File: config.mk
export PLATFORM = sky130hd
export DESIGN_NAME = gam_learning_sequencer
export DESIGN_NICKNAME = d
export VERILOG_FILES = /design/src/rtl/gam_learning_sequencer_pkg.sv /design/src/rtl/gam_pattern_store.sv /design/src/rtl/gam_learning_sequencer.sv
export SDC_FILE = /design/constraint.sdc
export NUM_CORES = 1
export LEC_CHECK = 0
export CAP_MARGIN = 20
export CORE_MARGIN = 3
export CORE_UTILIZATION = 45
export DETAILED_ROUTE_END_ITERATION = 10
export SYNTH_ARGS = -nofsm -noshare
export SYNTH_HDL_FRONTEND = slang
export SYNTH_SLANG_ARGS = --single-unit
File: constraint.sdc
create_clock -name clk -period 6.3 [get_ports clk]
set_clock_uncertainty 0.05 [all_clocks]
set_input_delay 1.26 -clock clk [delete_from_list [all_inputs] [get_ports clk]]
set_output_delay 1.26 -clock clk [all_outputs]
set_load 0.02 [all_outputs]
File: src/rtl/gam_learning_sequencer_pkg.sv
// Shared types and sizes for the GAM learning sequencer and its pattern store.
package gam_learning_sequencer_pkg;

  localparam int unsigned CLASS_COUNT   = 4;
  localparam int unsigned NODE_COUNT    = 8;
  localparam int unsigned NODE_VECTOR_W = 32;
  localparam int unsigned CLASS_W       = $clog2(CLASS_COUNT);
  localparam int unsigned NODE_W        = $clog2(NODE_COUNT);
  localparam int unsigned CNT_W         = $clog2(NODE_COUNT + 1);

  typedef logic [NODE_VECTOR_W-1:0] node_vector_T;

  typedef enum logic {LEARNING = 1'b0, RECALL = 1'b1} LEARNING_RECALL_T;
  typedef enum logic {READY = 1'b0, WAIT = 1'b1} READY_WAIT_T;

  typedef enum logic [2:0] {IDLE, LOAD, PRESENT, BUSY, DONE, ERROR} SEQ_STATE_T;

  typedef logic [CLASS_COUNT-1:0][CNT_W-1:0] cnt_vec_t;

  typedef struct packed {
    logic [CLASS_W-1:0] cls;
    logic [NODE_W-1:0]  node;
  } seq_ptr_t;

  typedef struct packed {
    logic               found;
    logic [CLASS_W-1:0] cls;
  } class_sel_t;

  // Lowest non-empty class at index lo or above.
  function automatic class_sel_t find_class(input cnt_vec_t cnt, input int lo);
    class_sel_t sel;
    sel = '0;
    for (int k = 0; k < CLASS_COUNT; k++) begin
      if (!sel.found && k >= lo && cnt[k] != '0) begin
        sel.found = 1'b1;
        sel.cls   = CLASS_W'(k);
      end
    end
    return sel;
  endfunction

endpackage

File: src/rtl/gam_pattern_store.sv
// Append-only per-class pattern store with a registered read port.
module gam_pattern_store
  import gam_learning_sequencer_pkg::*;
(
  input  logic         clk,
  input  logic         rst_n,
  input  logic         clear_i,
  input  logic         wr_en_i,
  input  logic [CLASS_W-1:0] wr_class_i,
  input  node_vector_T wr_data_i,
  output logic         wr_full_o,
  output cnt_vec_t     cnt_o,
  input  logic         rd_en_i,
  input  seq_ptr_t     rd_ptr_i,
  output node_vector_T rd_data_o
);

  node_vector_T      store_q [CLASS_COUNT][NODE_COUNT];
  cnt_vec_t          cnt_q;
  node_vector_T      rd_data_q;
  logic [NODE_W-1:0] wr_idx;
  logic              wr_ok;

  assign wr_full_o = (cnt_q[wr_class_i] == CNT_W'(NODE_COUNT));
  assign wr_idx    = NODE_W'(cnt_q[wr_class_i]);
  assign wr_ok     = wr_en_i && !wr_full_o && !clear_i;
  assign cnt_o     = cnt_q;
  assign rd_data_o = rd_data_q;

  // Data array carries no reset; only slots below cnt are ever read.
  always_ff @(posedge clk) begin
    if (wr_ok) store_q[wr_class_i][wr_idx] <= wr_data_i;
  end

  always_ff @(posedge clk or negedge rst_n) begin
    if (!rst_n) begin
      cnt_q     <= '0;
      rd_data_q <= '0;
    end else begin
      if (clear_i)    cnt_q             <= '0;
      else if (wr_ok) cnt_q[wr_class_i] <= cnt_q[wr_class_i] + CNT_W'(1);
      if (rd_en_i)    rd_data_q         <= store_q[rd_ptr_i.cls][rd_ptr_i.node];
    end
  end

endmodule

File: src/rtl/gam_learning_sequencer.sv
// Walks the pattern store class by class, handing each vector to Memory_Layer
// under the ready_wait handshake, then switches the layer to recall.
module gam_learning_sequencer
  import gam_learning_sequencer_pkg::*;
#(
  parameter int unsigned TIMEOUT = 64
) (
  input  logic               clk,
  input  logic               reset,
  input  logic               clear,
  input  logic               wr_en,
  input  logic [CLASS_W-1:0] wr_class,
  input  node_vector_T       wr_data,
  output logic               wr_full,
  input  logic               start,
  input  READY_WAIT_T        ready_wait,
  output node_vector_T       x,
  output logic [31:0]        c,
  output logic               learning_done,
  output LEARNING_RECALL_T   learning_recall,
  output logic               busy,
  output logic               timeout_err
);

  localparam int unsigned TO_W = $clog2(TIMEOUT + 1);

  SEQ_STATE_T       state_q, state_d;
  seq_ptr_t         ptr_q, ptr_d;
  logic [TO_W-1:0]  to_q, to_d;
  logic [31:0]      c_q;
  logic             done_q, done_d;
  logic             busy_q, busy_d;
  logic             terr_q;
  LEARNING_RECALL_T recall_q;

  cnt_vec_t   cnt, cnt_eff;
  logic       wr_accept, more_nodes, timed_out;
  class_sel_t first_sel, next_sel, tail_sel;

  assign wr_accept = wr_en && !clear && !wr_full && (state_q == IDLE || state_q == DONE);

  gam_pattern_store u_store (
    .clk        (clk),
    .rst_n      (reset),
    .clear_i    (clear),
    .wr_en_i    (wr_accept),
    .wr_class_i (wr_class),
    .wr_data_i  (wr_data),
    .wr_full_o  (wr_full),
    .cnt_o      (cnt),
    .rd_en_i    (state_q == LOAD),
    .rd_ptr_i   (ptr_q),
    .rd_data_o  (x)
  );

  // Counts as they will be after this cycle's write, so a write alongside start joins the pass.
  always_comb begin
    for (int k = 0; k < CLASS_COUNT; k++)
      cnt_eff[k] = cnt[k] + CNT_W'(wr_accept && (wr_class == CLASS_W'(k)));
  end

  always_comb begin
    state_d    = state_q;
    ptr_d      = ptr_q;
    first_sel  = find_class(cnt_eff, 0);
    next_sel   = find_class(cnt_eff, int'(ptr_q.cls) + 1);
    more_nodes = (CNT_W'(ptr_q.node) + CNT_W'(1)) < cnt_eff[ptr_q.cls];
    timed_out  = (to_q == TO_W'(TIMEOUT - 1));
    case (state_q)
      IDLE, DONE: begin
        if (start && first_sel.found) begin
          state_d = LOAD;
          ptr_d   = '{cls: first_sel.cls, node: '0};
        end
      end
      LOAD: state_d = PRESENT;
      PRESENT: begin
        if (ready_wait == WAIT) state_d = BUSY;
        else if (timed_out)     state_d = ERROR;
      end
      BUSY: begin
        if (ready_wait == READY) begin
          if (more_nodes) begin
            state_d    = LOAD;
            ptr_d.node = ptr_q.node + NODE_W'(1);
          end else if (next_sel.found) begin
            state_d = LOAD;
            ptr_d   = '{cls: next_sel.cls, node: '0};
          end else begin
            state_d = DONE;
          end
        end else if (timed_out) begin
          state_d = ERROR;
        end
      end
      ERROR:   state_d = ERROR;
      default: state_d = IDLE;
    endcase
    if (clear) state_d = IDLE;

    if (state_d != state_q)                         to_d = '0;
    else if (state_q == PRESENT || state_q == BUSY) to_d = to_q + TO_W'(1);
    else                                            to_d = to_q;

    tail_sel = find_class(cnt_eff, int'(ptr_d.cls) + 1);
    busy_d   = state_d inside {LOAD, PRESENT, BUSY};
    done_d   = busy_d && !tail_sel.found &&
               ((CNT_W'(ptr_d.node) + CNT_W'(1)) == cnt_eff[ptr_d.cls]);
  end

  always_ff @(posedge clk or negedge reset) begin
    if (!reset) begin
      state_q  <= IDLE;
      ptr_q    <= '0;
      to_q     <= '0;
      c_q      <= '0;
      done_q   <= 1'b0;
      busy_q   <= 1'b0;
      terr_q   <= 1'b0;
      recall_q <= LEARNING;
    end else begin
      state_q  <= state_d;
      ptr_q    <= ptr_d;
      to_q     <= to_d;
      done_q   <= done_d;
      busy_q   <= busy_d;
      recall_q <= (state_d == DONE) ? RECALL : LEARNING;
      if (state_q == LOAD) c_q <= 32'(ptr_q.cls) + 32'd1;
      if (clear)                   terr_q <= 1'b0;
      else if (state_d == ERROR)   terr_q <= 1'b1;
    end
  end

  assign c               = c_q;
  assign learning_done   = done_q;
  assign learning_recall = recall_q;
  assign busy            = busy_q;
  assign timeout_err     = terr_q;

endmodule

==> results of run 1 <==
==> cells in the final DEF (no fill, tap or decap), drive strengths merged, types with 7 or more instances in the layout <==
| master | instances |
|---|---|
| nor2 | 106 |
| o21ai | 13 |
| a211oi | 8 |
| ha | 21 |
| nand3 | 8 |
| xnor2 | 11 |
| o211ai | 7 |
| xor2 | 8 |
| mux2i | 47 |
| inv | 17 |
| buf | 126 |
| nand2 | 28 |
| edfxtp | 1024 |
| mux4 | 326 |
| clkbuf | 147 |
| nor3 | 14 |
| conb | 29 |
| clkinv | 44 |
| clkdlybuf4s50 | 77 |
| a21oi | 36 |
| dfrtp | 70 |
==> area by class of cell <==
type | count | share of cell area
inverter | 14 | 0.00105
clock buffer | 147 | 0.0599
tap | 1254 | 0.0314
sequential | 1094 | 0.651
multi-input combinational | 730 | 0.207
timing repair buffer | 204 | 0.0389
clock inverter | 59 | 0.0107
==> what timing repair did <==
item	CTS	global route
gates resized for setup	0	5
endpoints found under the setup margin	0	8
endpoints found under the hold margin	0	0
==> path summary, 6_finish.rpt <==
check / from / to / slack, ns / cells past startpoint
max: wr_class[1] / learning_done$_DFF_PN0_ / 0.41 / 22
max in group asynchronous: reset / ptr_q[1]$_DFF_PN0_ / 4.56 / 2
min in group asynchronous: reset / u_store.cnt_o[14]$_DFFE_PN0P_ / 0.46 / 1
min: timeout_err$_DFFE_PN0P_ / timeout_err$_DFFE_PN0P_ / 0.45 / 1
min reg2reg: timeout_err$_DFFE_PN0P_ / timeout_err$_DFFE_PN0P_ / 0.45 / 1
max reg2reg: u_store.cnt_o[13]$_DFFE_PN0P_ / learning_done$_DFF_PN0_ / 0.91 / 21
==> sequential cells by signal (all words and copies together) (netlist names) <==
| name | count |
|---|---|
| learning_recall | 1 |
| state_q | 3 |
| timeout_err | 1 |
| to_q | 7 |
| busy | 1 |
| u_store.rd_data_o | 32 |
| ptr_q | 5 |
| u_store.store_q | 1024 |
| learning_done | 1 |
| u_store.cnt_o | 16 |
| c | 3 |
==> layer usage <==
metal,vias to the layer above,global-route usage,wire length (um)
li1,8533,-,-
met1,11300,0.296,43000
met2,705,0.344,50900
met3,158,0.0323,5840
met4,2,0.0537,2310
met5,-,0,15
==> through the flow <==
step	total power, mW	utilization	setup TNS [ns]	setup slack (ns)	std cells
final	18.7	0.531	0	0.412	3502
after global routing	19.5	0.531	0	0.166	3502
after CTS	19.0	0.531	0	0.0853	3502
after detailed placement	12.6	0.494	-3.54	-0.634	3296
after global placement	12.6	0.494	-2.45	-0.484	3296
after floorplan	11.4	-	-0.0315	-0.0315	1964
==> power by group through the flow <==
stage	sequential [mW]	clock, mW	combinational, mW
6_report	8.36	6.31	4.07
5_1_grt	8.38	6.74	4.37
4_1_cts	8.36	6.46	4.15
3_5_place_dp	8.51	0	4.14
3_3_place_gp	8.50	0	4.11
2_1_floorplan	8.47	0	2.97
==> cell families after synthesis <==
| family | after synthesis | share of synthesized area |
|---|---|---|
| compound gates | 99 | 0.0166 |
| xor+xnor | 19 | 0.00387 |
| fa+ha+maj | 22 | 0.00634 |
| buf+inv | 140 | 0.0151 |
| flops | 1094 | 0.756 |
| mux | 377 | 0.183 |
| other cells | 1 | 0.0000872 |
| simple gates | 184 | 0.0191 |
==> impl_metrics.toml, run 1 <==
[finish]
multi_input_area_um2 = 10300
fill_cells = 7112
areaGrowthSynthToFinish_pct = 16.2
finalNetCount = 2216
antennaDiodeCount = 0
fin_area_um2 = 50000
area.sequential_um2 = 32500
drive_gt1_frac = 0.308

[clock_network]
clock-root-buffer = "clkbuf_16"
htreeDepth = 3
cts_tree = "yes"
clkSinkCount = 1094
cts.reportedPaths.clkPinSlew_ns = 0.06
numCtsBuffers = 111
clock_path_buffers = 3
hold_buffers = 0
post_cts_buffers = 0
clock_latency_ns = 0.70

[placement]
gp_congestion = 0.833
io_buffers = 79
place_hpwl_mm = 54.1
placedInstanceArea_um2 = 46400

[global_routing]
grt_pass1_vias = 21500
grt_max_degree = 94
grt_use_total = 0.209
grt_overflow_total = 0
antenna_found_initial = 1
grt_pass1_wl_mm = 149

[die]
start_util = 0.457
die_area_um2 = 99300
rows = 112
die_h_um = 315
ioPinCount = 109
die_w_um = 315
core_area_um2 = 94000

[power_and_ir_drop]
p_int_mw = 13.9
p_sw_mw = 4.83
pwr-share-seq = 0.446
ir_worst_vdd_uv = 316
p_leak_nw = 15.9
p_clk_frac = 0.337
power_switching_share = 0.258
p_per_area_nw_per_um2 = 375
combPwrFrac = 0.217

[sta]
final_max_slew_viol_count = 0
fmax_mhz = 170
setup_violations = 0
finalHoldViolations = 0
whs_ns = 0.448
fin_crit_ns = 5.89
rsz0062_at_grt = "false"
fin_crit_sh = 0.935
worst_slew_pin_slew_ns = 1.06
relSlewSlack = 0.293

[yosys]
ys.flop_type = "edfxtp_1"
synth.top_cell.area_share = 0.715
synth_cells = 1936
synth_area_um2 = 43000
netlist_top_cells_area = "edfxtp_1, mux4_2, dfrtp_1"
yosysWarnings = 0
synth_top_area_cell = "edfxtp_1"
synth_edf_count = 1024
synth_top_cells_by_count = "edfxtp_1, mux4_2, nor2_1"
ys_ff_latch = 1094
yosysSeqAreaShare = 0.756
synth-async-reset-ratio = 0.0640
synth.avg_cell_area_um2 = 22.2
yosysUniqueCellTypes = 68
synthMostInstantiatedCell = "edfxtp_1"

[setup_path]
cp_slowest_stage_delay_ns = 0.56
crit_buf_inv = 3
crit_chain = "clkdlybuf4s50_1 -> mux4_2 -> inv_1 -> ha_1 -> nand3b_1 -> nand4_1 -> buf_4 -> nor2_4 -> ha_4 -> and4_1 -> or2_2 -> mux2i_1 -> a21oi_1 -> ha_1 -> o211ai_1 -> o31a_2 -> o31a_1 -> a32oi_2 -> and2_4 -> mux2_4 -> or4_4 -> a2111oi_4"
crit_family = "compound AO/OA/AOI/OAI gates"
worstPathRequired_ns = 6.82
cp_common_cell = "ha_1"
endpoint_kind = "flip-flop"
path_class = "primary input to flip-flop"
cp_slowest_cell = "clkdlybuf4s50_1"
start_kind = "primary input"
cp_max_fo = 5
crit_arrival_ns = 6.41

[job]
maxCapViolations = 0

[drt]
first_pass_iters = 5
num_vias = 20700
drt-initial-drc-count = 2127
viasPerCell = 5.92
wirelength_mm = 102
ant_nets = 0
wire_per_inst_um = 29.2
drc = 0

[run_status]
outcome = "completed"

[min_path]
hp-class = "flip-flop to flip-flop"
No activity file was read; power rests on OpenSTA's default activity.
==> inputs of run 2 (changes only) <==
- SKIP_LAST_GASP: not set -> 1
==> results of run 2 <==
No change in the layout: final DEF, timing and power equal those of run 1.
==> inputs of run 3 (changes only) <==
- CAP_MARGIN: 20 -> not set
- clock period: 6.3 -> 7 ns (I/O delays scaled with it)
==> run 3 against run 2 <==
Clock power down 7.1%. Sequential power down 10%. Hold slack better by 0.026 ns. Utilization down 0.34 points. Routed wire length up 0.72%. Combinational power down 10%. Sequential cell count unchanged. Non-clock buffer count down 13. Final area down 0.65%. Setup slack better by 0.0052 ns. Critical path type unchanged.
==> impl_metrics.toml, run 3 (synthesized netlist as in run 1, its figures left out) <==
[run_status]
outcome = "completed"

[power_and_ir_drop]
p_per_area_nw_per_um2 = 343
p_sw_mw = 4.34
power_switching_share = 0.255
ir_worst_vdd_uv = 293
pwr-share-seq = 0.442
combPwrFrac = 0.214
p_leak_nw = 15.8
p_int_mw = 12.7
p_clk_frac = 0.344

[sta]
fmax_mhz = 152
worst_slew_pin_slew_ns = 1.23
rsz0062_at_grt = "false"
fin_crit_ns = 6.58
relSlewSlack = 0.179
finalHoldViolations = 0
setup_violations = 0
fin_crit_sh = 0.940
final_max_slew_viol_count = 0
setup_tns_ns = 0
layout_setup_ws_ns = 0.417

[clock_network]
clock-root-buffer = "clkbuf_16"
htreeDepth = 3
cts.reportedPaths.clkPinSlew_ns = 0.06
clkSinkCount = 1094
numCtsBuffers = 111
cts_tree = "yes"
postCtsResizedCells = 0
post_cts_buffers = 0
hold_buffers = 0
clock_latency_ns = 0.68
clock_path_buffers = 3

[job]
maxCapViolations = 0

[die]
start_util = 0.457
die_w_um = 315
die_area_um2 = 99300
die_h_um = 315
ioPinCount = 109
core_area_um2 = 94000
rows = 112

[min_path]
hp-class = "flip-flop to flip-flop"

[finish]
areaGrowthSynthToFinish_pct = 15.4
regMostFlops = "u_store.store_q"
largest_register_ff_count = 1024
drive_gt1_frac = 0.289
fin_area_um2 = 49600
finalNetCount = 2203
mostFrequentLayoutCells = "edfxtp_1, mux4_2, clkbuf_16"
final_common_cell = "edfxtp_1"

[global_routing]
grt_overflow_total = 0
grt_use_total = 0.211
grt_pass1_wl_mm = 149
grt_pass1_vias = 21100
antenna_found_initial = 2
grt_max_degree = 157

[setup_path]
worstPathRequired_ns = 7.51
path_class = "primary input to flip-flop"
endpoint_kind = "flip-flop"
crit_arrival_ns = 7.09
cp_max_fo = 5
start_kind = "primary input"

[drt]
wirelength_mm = 103
ant_nets = 0
drc = 0
num_vias = 20500
wire_per_inst_um = 29.4
drt-initial-drc-count = 2075
viasPerCell = 5.85
first_pass_iters = 6

[placement]
placedInstanceArea_um2 = 46000
place_hpwl_mm = 55.3
gp_congestion = 0.806
io_buffers = 79
pre_cts_slack_ns = -0.274
## run 3: changes by cell type in the layout (fill, tap and decap cells not counted), moves of 3 or more
cell / change
buf_12: -13
bufinv_16: +6
clkbuf_1: +3
clkbuf_8: -3
clkinv_1: +12
clkinv_2: -10
clkinvlp_4: -5
ha_1: +7
ha_4: -6
nor2_1: +4
nor2_4: -4
## run 3: power by group through the flow
stage | clock network [mW] | logic, mW | registers, mW
2_1_floorplan | 0 | 2.66 | 7.62
3_3_place_gp | 0 | 3.70 | 7.67
3_5_place_dp | 0 | 3.72 | 7.67
4_1_cts | 5.98 | 3.73 | 7.54
5_1_grt | 6.24 | 3.92 | 7.55
6_report | 5.86 | 3.65 | 7.52
## run 3: layout make-up
type / instances / area, um^2
fill: 7216 / 44400
sequential: 1094 / 32500
multi-input combinational: 730 / 10200
clock buffer: 148 / 2990
timing repair buffer: 191 / 1680
tap: 1254 / 1570
clock inverter: 61 / 632
inverter: 14 / 52.6
antenna: 2 / 5.00
## run 3: through the flow
| step | std cells | utilization | hold WS, ns | power, mW |
|---|---|---|---|---|
| after floorplan | 1964 | - | 0.452 | 10.3 |
| after global placement | 3283 | 0.489 | 0.447 | 11.4 |
| after detailed placement | 3283 | 0.489 | 0.466 | 11.4 |
| after CTS | 3492 | 0.528 | 0.480 | 17.2 |
| after global routing | 3493 | 0.528 | 0.500 | 17.7 |
| final | 3494 | 0.528 | 0.473 | 17.0 |
## run 3: path summary, 6_finish.rpt
kind	slack, ns	depth (start not counted)	to	from
hold / removal	0.47	1	c[0]$_DFFE_PN0P_	c[0]$_DFFE_PN0P_
min in group asynchronous	0.69	1	ptr_q[3]$_DFF_PN0_	reset
setup / recovery	0.42	20	learning_done$_DFF_PN0_	wr_class[0]
hold reg to reg	0.47	1	c[0]$_DFFE_PN0P_	c[0]$_DFFE_PN0P_
setup reg to reg	1.32	20	learning_done$_DFF_PN0_	u_store.cnt_o[13]$_DFFE_PN0P_
max in group asynchronous	5.11	2	ptr_q[4]$_DFF_PN0_	reset
## run 3: worst max-delay path, cell delays in order
cell	delay, ns
clkdlybuf4s50_1	0.56
buf_4	0.17
mux4_1	0.56
nand3b_1	0.21
nand4_1	0.23
nor2_1	0.11
ha_1	0.22
and4_1	0.21
or2_2	0.29
a211oi_1	0.31
a21oi_1	0.10
ha_1	0.34
o211ai_1	0.11
o31a_2	0.39
o31a_1	0.34
a32oi_2	0.25
and2_4	0.19
mux2_4	0.30
or4_4	0.51
a2111oi_2	0.29
## run 3: per-layer routing
layer | up-vias | routed length (um) | part of all wire | global-route usage
met5 | - | 8 | 0.000078 | 0
met4 | 2 | 2580 | 0.025 | 0.0584
met3 | 175 | 7090 | 0.069 | 0.0433
met2 | 744 | 51800 | 0.50 | 0.346
met1 | 11000 | 41400 | 0.40 | 0.288
li1 | 8508 | - | - | -
==> edit (settings of run 3) <==
`NODE_VECTOR_W`: 32 -> 40.
--- a/src/rtl/gam_learning_sequencer_pkg.sv
+++ b/src/rtl/gam_learning_sequencer_pkg.sv
@@ -4,5 +4,5 @@
   localparam int unsigned CLASS_COUNT   = 4;
   localparam int unsigned NODE_COUNT    = 8;
-  localparam int unsigned NODE_VECTOR_W = 32;
+  localparam int unsigned NODE_VECTOR_W = 40;
   localparam int unsigned CLASS_W       = $clog2(CLASS_COUNT);
   localparam int unsigned NODE_W        = $clog2(NODE_COUNT);
Ports: changed (resized wr_data and x); port bits go from 109 to 125. No check against the original RTL was run, so the function may have changed too.
==> edit against run 3 <==
- combinational power down 10%
- total power increased by 17%
- final cell count is 20% higher
- clock power rose by 26%
- synthesized area grew 23%
- design area is 23% higher
- sequential cell count up 264
- synthesized cell count up 21%
- setup slack improved by 0.23 ns
- die area is 23% higher
- wire length grew 24%
- largest power group unchanged
- highest routed layer is now met4
==> edit: results (changes against run 3) <==
INFO  metric timing.fmax = 158 MHz (+3.7%)
INFO  metric sequential_cell_total = 1,358 (+24%)
INFO  metric vias_in_the_first_global_route = 25,800 (+22%)
INFO  metric vias = 24,800 (+21%)
INFO  metric area_growth_syn_to_layout = 14.8%
INFO  metric n_clock_buffer = 190 (+28%)
INFO  metric clock_insertion_delay_worst_skew = 0.73 ns (+0.05 ns)
INFO  metric min-delay-start = u_store.rd_data_o[23]
INFO  metric peakVddDrop = 0.254 mV (-13%)
INFO  metric netSwitchingPower = 4.90 mW (+13%)
INFO  metric clock_area_frac = 0.0754 (+0.00249)
INFO  metric gp_congestion = 0.774 (-4.0%)
INFO  metric timing.critical_path.arrival = 6.92 ns (-0.17 ns)
INFO  metric hpwlAfterDp = 63,100 um (+14%)
INFO  metric final.hold.worst_slack = 0.479 ns (+0.00578 ns)
INFO  metric grtUsageTotal = 0.212 (+0.00165)
INFO  metric bufAreaShareNonClock = 0.0280 (-0.00582)
INFO  metric num-nonclk-buffers = 184 (-3.7%)
INFO  metric pg_seq = 9.25 mW (+23%)
INFO  metric synthCells = 2,340 (+21%)
INFO  metric final_cell_count_no_fill = 4,187 (+20%)
INFO  metric p_leak = 18.9 nW (+20%)
INFO  metric drt-pass1-iter-count = 7 (+1)
INFO  metric r2r_slack = 1.50 ns (+0.18 ns)
INFO  metric avgRoutedWirePerCell = 30.4 um (+3.3%)
INFO  metric grt_start_max_net_pins = 100 (-36%)
INFO  metric outcome = completed
INFO  metric cts_buffers = 143 (+29%)
INFO  metric yosysSeqAreaShare = 0.762 (+0.00615)
INFO  metric antenna_cells = 1 (-1)
INFO  metric critical_path_peak_fanout = 12 (+7)
INFO  metric post_dp_cell_area = 56,200 um2 (+22%)
INFO  metric n_fill_cell = 8,903 (+23%)
INFO  metric initialDrtViolationCount = 2,541 (+22%)
INFO  metric multi_input_comb_area = 12,200 um2 (+19%)
INFO  metric layout.area.seq = 40,400 um2 (+24%)
INFO  metric synth_area_per_cell = 22.6 um2 (+2.0%)
INFO  metric cts.htree.levels = 4 (+1)
INFO  metric timing.hold.worst_path_depth = 2 (+1)
INFO  metric nets = 2,615 (+19%)
INFO  metric dp_worst_setup_slack = -0.0833 ns (+0.190 ns)
INFO  metric synth_cell_type_count = 70 (+2.9%)
INFO  metric multi_input_comb_cells = 845 (+16%)
INFO  metric post_synth_main_area_contributors = sky130_fd_sc_hd__edfxtp_1, sky130_fd_sc_hd__mux4_2, sky130_fd_sc_hd__dfrtp_1
INFO  metric grt_first_pass_wirelength = 184,000 um (+24%)
INFO  metric synth_top_cells_by_count = sky130_fd_sc_hd__edfxtp_1, sky130_fd_sc_hd__mux4_2, sky130_fd_sc_hd__nor2_1, sky130_fd_sc_hd__clkbuf_1, sky130_fd_sc_hd__dfrtp_1
INFO  metric largest_register_ffs = 1,280 (+25%)
INFO  metric min_to = u_store.rd_data_o[23]
INFO  metric ff2ff_path_depth = 24 (+20%)
-- edit: changes by cell type in the layout (fill, tap and decap cells not counted), moves of 8 or more --
cell and change:
sky130_fd_sc_hd__dfrtp_1 +8, sky130_fd_sc_hd__edfxtp_1 +256, sky130_fd_sc_hd__a21oi_1 +17, sky130_fd_sc_hd__buf_4 -26, sky130_fd_sc_hd__nor2_1 +10, sky130_fd_sc_hd__clkbuf_16 +34, sky130_fd_sc_hd__clkdlybuf4s50_1 +16, sky130_fd_sc_hd__mux4_2 +81
-- edit: kinds of logic after synthesis --
group,Yosys count,synth area share
xor gates and xnor gates,24,0.00439
DFF,1358,0.762
other,1,0.0000708
muxes,459,0.183
AOI/OAI and AO/OA,108,0.0137
adders and majority gates,22,0.00515
and+or+nand+nor,203,0.0174
buffers and inverters,165,0.0147
-- edit: per-layer routing --
layer	wire, um	track usage	up-vias
li1	-	-	10200
met5	0	0	-
met2	65100	0.359	859
met4	2300	0.0529	0
met3	7580	0.0321	167
met1	52300	0.292	13500
